### src/rtl/tx_uart_module.sv
// UART transmitter: start bit, 8 data bits LSB first, optional parity bit,
// 1 or 2 stop bits, then a one-cycle done state that can accept the next
// request. Each bit is held for BPS_T clock cycles.
module tx_uart_module #(
  parameter logic [12:0] BPS_T      = 13'd52,
  parameter logic        PARITY_EN  = 1'b0,
  parameter logic        PARITY_ODD = 1'b0,
  parameter logic [1:0]  STOP_BITS  = 2'd1
) (
  input  logic       CLK,
  input  logic       RSTn,
  input  logic       TX_En_Sig,
  input  logic [7:0] TX_Data,
  output logic       TX_Pin_Out,
  output logic       TX_Busy,
  output logic       TX_Done_Sig
);

  localparam logic [2:0] IDLE   = 3'd0;
  localparam logic [2:0] START  = 3'd1;
  localparam logic [2:0] DATA   = 3'd2;
  localparam logic [2:0] PARITY = 3'd3;
  localparam logic [2:0] STOP   = 3'd4;
  localparam logic [2:0] DONE   = 3'd5;

  // Index of the final stop bit; anything other than 2 means one stop bit.
  localparam logic LAST_STOP = (STOP_BITS == 2'd2);

  logic [2:0]  state;
  logic [12:0] count_bps;
  logic [2:0]  bit_idx;
  logic        stop_idx;
  logic [7:0]  shift_reg;
  logic        parity_bit;
  logic        bit_end;
  logic        ready;

  assign bit_end = (count_bps == BPS_T - 13'd1);
  assign ready   = (state == IDLE) || (state == DONE);

  // Bit-period counter: runs only while a frame bit is on the line.
  always_ff @(posedge CLK or negedge RSTn) begin
    if (!RSTn) begin
      count_bps <= '0;
    end else if (ready || bit_end) begin
      count_bps <= '0;
    end else begin
      count_bps <= count_bps + 13'd1;
    end
  end

  // Frame sequencer: drives the registered pin value for the next bit at each boundary.
  always_ff @(posedge CLK or negedge RSTn) begin
    if (!RSTn) begin
      state       <= IDLE;
      TX_Pin_Out  <= 1'b1;
      TX_Busy     <= 1'b0;
      TX_Done_Sig <= 1'b0;
      bit_idx     <= '0;
      stop_idx    <= 1'b0;
      shift_reg   <= '0;
      parity_bit  <= 1'b0;
    end else begin
      TX_Done_Sig <= 1'b0;
      case (state)
        IDLE, DONE: begin
          TX_Pin_Out <= 1'b1;
          TX_Busy    <= 1'b0;
          if (TX_En_Sig) begin
            state      <= START;
            shift_reg  <= TX_Data;
            parity_bit <= (^TX_Data) ^ PARITY_ODD;
            TX_Pin_Out <= 1'b0;
            TX_Busy    <= 1'b1;
          end else begin
            state <= IDLE;
          end
        end
        START: begin
          if (bit_end) begin
            state      <= DATA;
            TX_Pin_Out <= shift_reg[0];
            shift_reg  <= {1'b0, shift_reg[7:1]};
            bit_idx    <= '0;
          end
        end
        DATA: begin
          if (bit_end) begin
            if (bit_idx == 3'd7) begin
              if (PARITY_EN) begin
                state      <= PARITY;
                TX_Pin_Out <= parity_bit;
              end else begin
                state      <= STOP;
                TX_Pin_Out <= 1'b1;
                stop_idx   <= 1'b0;
              end
            end else begin
              TX_Pin_Out <= shift_reg[0];
              shift_reg  <= {1'b0, shift_reg[7:1]};
              bit_idx    <= bit_idx + 3'd1;
            end
          end
        end
        PARITY: begin
          if (bit_end) begin
            state      <= STOP;
            TX_Pin_Out <= 1'b1;
            stop_idx   <= 1'b0;
          end
        end
        STOP: begin
          if (bit_end) begin
            if (stop_idx == LAST_STOP) begin
              state       <= DONE;
              TX_Busy     <= 1'b0;
              TX_Done_Sig <= 1'b1;
            end else begin
              stop_idx <= 1'b1;
            end
          end
        end
        default: begin
          state      <= IDLE;
          TX_Pin_Out <= 1'b1;
          TX_Busy    <= 1'b0;
        end
      endcase
    end
  end

endmodule

### config.mk
export PLATFORM = sky130hd
export DESIGN_NAME = tx_uart_module
export DESIGN_NICKNAME = d
export VERILOG_FILES = /design/src/rtl/tx_uart_module.sv
export SDC_FILE = /design/constraint.sdc
export NUM_CORES = 1
export LEC_CHECK = 0
export CORE_MARGIN = 3
export CORE_UTILIZATION = 50
export DETAILED_ROUTE_END_ITERATION = 10
export GPL_ROUTABILITY_DRIVEN = 1
export GPL_TIMING_DRIVEN = 0
export PLACE_DENSITY = 0.78
export SYNTH_ARGS = -nofsm -noshare
export SYNTH_HDL_FRONTEND = slang
export SYNTH_SLANG_ARGS = --single-unit
### constraint.sdc
create_clock -name CLK -period 5 [get_ports CLK]
set_clock_uncertainty 0.2 [all_clocks]
set_input_delay 1 -clock CLK [delete_from_list [all_inputs] [get_ports CLK]]
set_output_delay 1 -clock CLK [all_outputs]
set_load 0.02 [all_outputs]
==> impl_metrics.env <==
export IMPL_crit_chain="clkdlybuf4s50_1"
export IMPL_yosysWarningCount=0
export IMPL_slew_violations=0
export IMPL_vias=1206
export IMPL_synthToLayoutAreaGrowth_pct=14.5
export IMPL_max_freq_mhz=376
export IMPL_power_density_nw_per_um2=355
export IMPL_antenna_cells=0
export IMPL_rrSetupSlack_ns=2.76
export IMPL_hold_path_class="reg2reg"
export IMPL_vdd_drop_max_mv=0.195
export IMPL_cts_max_path_buffers=2
export IMPL_cp_max_fo=3
export IMPL_ys_seq_elements=30
export IMPL_dieWidth_um=63.5
export IMPL_ctsHoldBuffers=0
export IMPL_r2r_end="shift_reg[5]$_DFFE_PN0P_"
export IMPL_ys_flop_type="dfrtp_1"
export IMPL_final_cell_mix="29 x dfrtp_1, 19 x nor2_1, 13 x mux2_2"
export IMPL_cellLeakagePower_nw=0.806
export IMPL_syn_num_nets=171
export IMPL_die_h_um=63.5
export IMPL_slew_headroom_pct=55.8
export IMPL_largest_register_ffs=13
export IMPL_min_period_over_period_pct=53.2
export IMPL_syn_inst=157
export IMPL_clockRootBuffer="clkbuf_4"
export IMPL_antenna_found_initial=0
export IMPL_timing_critical_path_buf_inv=1
export IMPL_cts_sinks=30
export IMPL_drv_cap=0
export IMPL_setup_violations=0
export IMPL_io_pins=14
export IMPL_cts_tree="done"
export IMPL_whs_path_depth=1
export IMPL_first_pass_iters=4
export IMPL_first_iter_violations=48
export IMPL_die_area_sq_um=4030
export IMPL_cts_htree_levels=2
export IMPL_reg2regPathDepth=6
export IMPL_hold_start="count_bps[0]$_DFF_PN0_"
export IMPL_initial_core_util_pct=53.3
export IMPL_cp_top_family="buffers and inverters"
export IMPL_critPathCaptureType="output pin"
export IMPL_cts_made_buffers=5
export IMPL_start_kind="flip-flop"
export IMPL_drive_above_1_share_pct=20.8
export IMPL_seq_area_sq_um=752
export IMPL_synth_edf_count=0
export IMPL_dp_final_hpwl_um=2300
export IMPL_fill_cells=278
export IMPL_cp_arrival_ns=1.46
export IMPL_cts_resized=0
export IMPL_io_buffer_count=13
export IMPL_fp_row_count=20
export IMPL_synth_async_reset_ratio_pct=100
export IMPL_drcViolationCount=0
export IMPL_antenna_left=0
export IMPL_postPlaceCellArea_sq_um=1840
export IMPL_cts_setup_buffers=0
export IMPL_wire_per_inst_um=13.8
export IMPL_timing_rr_start="bit_idx[0]$_DFFE_PN0P_"
export IMPL_routabilityCongestion=0.754
export IMPL_final_common_cell="dfrtp_1"
export IMPL_crit_slowest_cell="clkdlybuf4s50_1"
export IMPL_clkTransAtPathRegs_ns=0.09
export IMPL_tns_ns=0
export IMPL_grt_total_usage_pct=17.9
export IMPL_total_power_uw=673
export IMPL_rsz0062_at_grt="false"
export IMPL_crit_type="reg2out"
export IMPL_clock_latency_ns=0.33
export IMPL_grt_start_max_net_pins=31
export IMPL_synth_area_sq_um=1650
export IMPL_grt_pass1_wl_um=5660
export IMPL_grt_pass1_vias=1277
export IMPL_layout_cells_non_filler=222
export IMPL_status="completed"
export IMPL_core_area_sq_um=3100
export IMPL_hold_viol=0
export IMPL_syn_area_per_cell_sq_um=10.5
export IMPL_ys_types=45
export IMPL_worst_pin_slew_ns=0.662
export IMPL_multiInputGateArea_sq_um=852
export IMPL_seq_area_frac_synth_pct=45.5
export IMPL_final_area_sq_um=1890
export IMPL_required_ns=3.80
export IMPL_fin_crit_ns=2.66
export IMPL_place_inst=214
export IMPL_max_stage_delay_ns=0.60
export IMPL_vias_per_cell=5.43
export IMPL_grt_overflow=0
export IMPL_routed_wl_um=3050
export IMPL_fin_nets=191
export IMPL_holdPathEnd="count_bps[0]$_DFF_PN0_"
routing by layer:
layer,vias up,GRT usage [%],routed length [um]
met4,0,8.36,68
met3,7,4.81,147
met1,574,22.2,1380
li1,598,-,-
met5,-,0,0
met2,27,28.7,1460
worst max path at each step:
stage                                start                        to  slack (ns)  cells after the start
global route        TX_Pin_Out$_DFFE_PN1P_                TX_Pin_Out        2.28                      1
global placement                 TX_En_Sig  shift_reg[5]$_DFFE_PN0P_        2.22                      5
CTS                 TX_Pin_Out$_DFFE_PN1P_                TX_Pin_Out        2.32                      1
floorplan                        TX_En_Sig  shift_reg[6]$_DFFE_PN0P_        2.83                      4
detailed placement               TX_En_Sig  shift_reg[3]$_DFFE_PN0P_        2.17                      5
finish              TX_Pin_Out$_DFFE_PN1P_                TX_Pin_Out        2.34                      1
kinds of logic (layout without fill, tap and decap cells):
| group | Yosys count | in the layout | share of synthesized area (%) |
|---|---|---|---|
| AOI/OAI and AO/OA | 26 | 26 | 11.7 |
| xor gates and xnor gates | 12 | 12 | 6.35 |
| adders and majority gates | 3 | 3 | 2.27 |
| buffers and inverters | 11 | 32 | 3.03 |
| DFF | 30 | 30 | 45.5 |
| muxes | 14 | 14 | 9.53 |
| and+or+nand+nor | 61 | 61 | 21.7 |
metrics by stage:
step | util (%) | hold slack [ns] | setup WS, ns
finish | 61.0 | 0.288 | 2.34
global route | 61.0 | 0.322 | 2.28
CTS | 61.2 | 0.296 | 2.32
detailed placement | 59.3 | 0.274 | 2.17
global placement | 59.3 | 0.263 | 2.22
floorplan | - | 0.245 | 2.83
Yosys cell counts, drive strengths merged (2+ instances only):
cell | number | share of area [%]
buf | 4 | 1.4
nand2b | 3 | 1.1
nand3b | 3 | 1.4
xor2 | 7 | 3.7
o21ai | 8 | 2.4
or2 | 2 | 0.76
a22o | 2 | 1.1
nor2 | 19 | 4.3
nand3 | 7 | 2.1
inv | 5 | 1.1
xnor2 | 5 | 2.6
nor3 | 2 | 0.61
and4 | 2 | 1.1
clkbuf | 2 | 0.53
a21oi | 4 | 1.9
o221ai | 2 | 1.4
o2bb2ai | 2 | 1.1
and2 | 2 | 0.76
nand4 | 4 | 1.9
mux2 | 14 | 9.5
ha | 3 | 2.3
dfrtp | 29 | 44
and3 | 2 | 0.76
nand2 | 9 | 2.0
power breakdown:
group          leakage [nW]  internal, mW  switching (mW)  total, mW
Clock                0.0353        0.0681          0.0816      0.150
Combinational         0.381         0.105          0.0779      0.182
Sequential            0.389         0.301          0.0403      0.341
layout make-up:
class / instances / area share, %
Multi-Input combinational cell: 116 / 45.0
Sequential cell: 30 / 39.7
Timing Repair Buffer: 13 / 6.61
Clock buffer: 7 / 2.91
Tap cell: 44 / 2.91
Buffer: 6 / 1.65
Inverter: 5 / 0.991
Clock inverter: 1 / 0.264
Note: power is estimated with default switching activity, not from simulation.
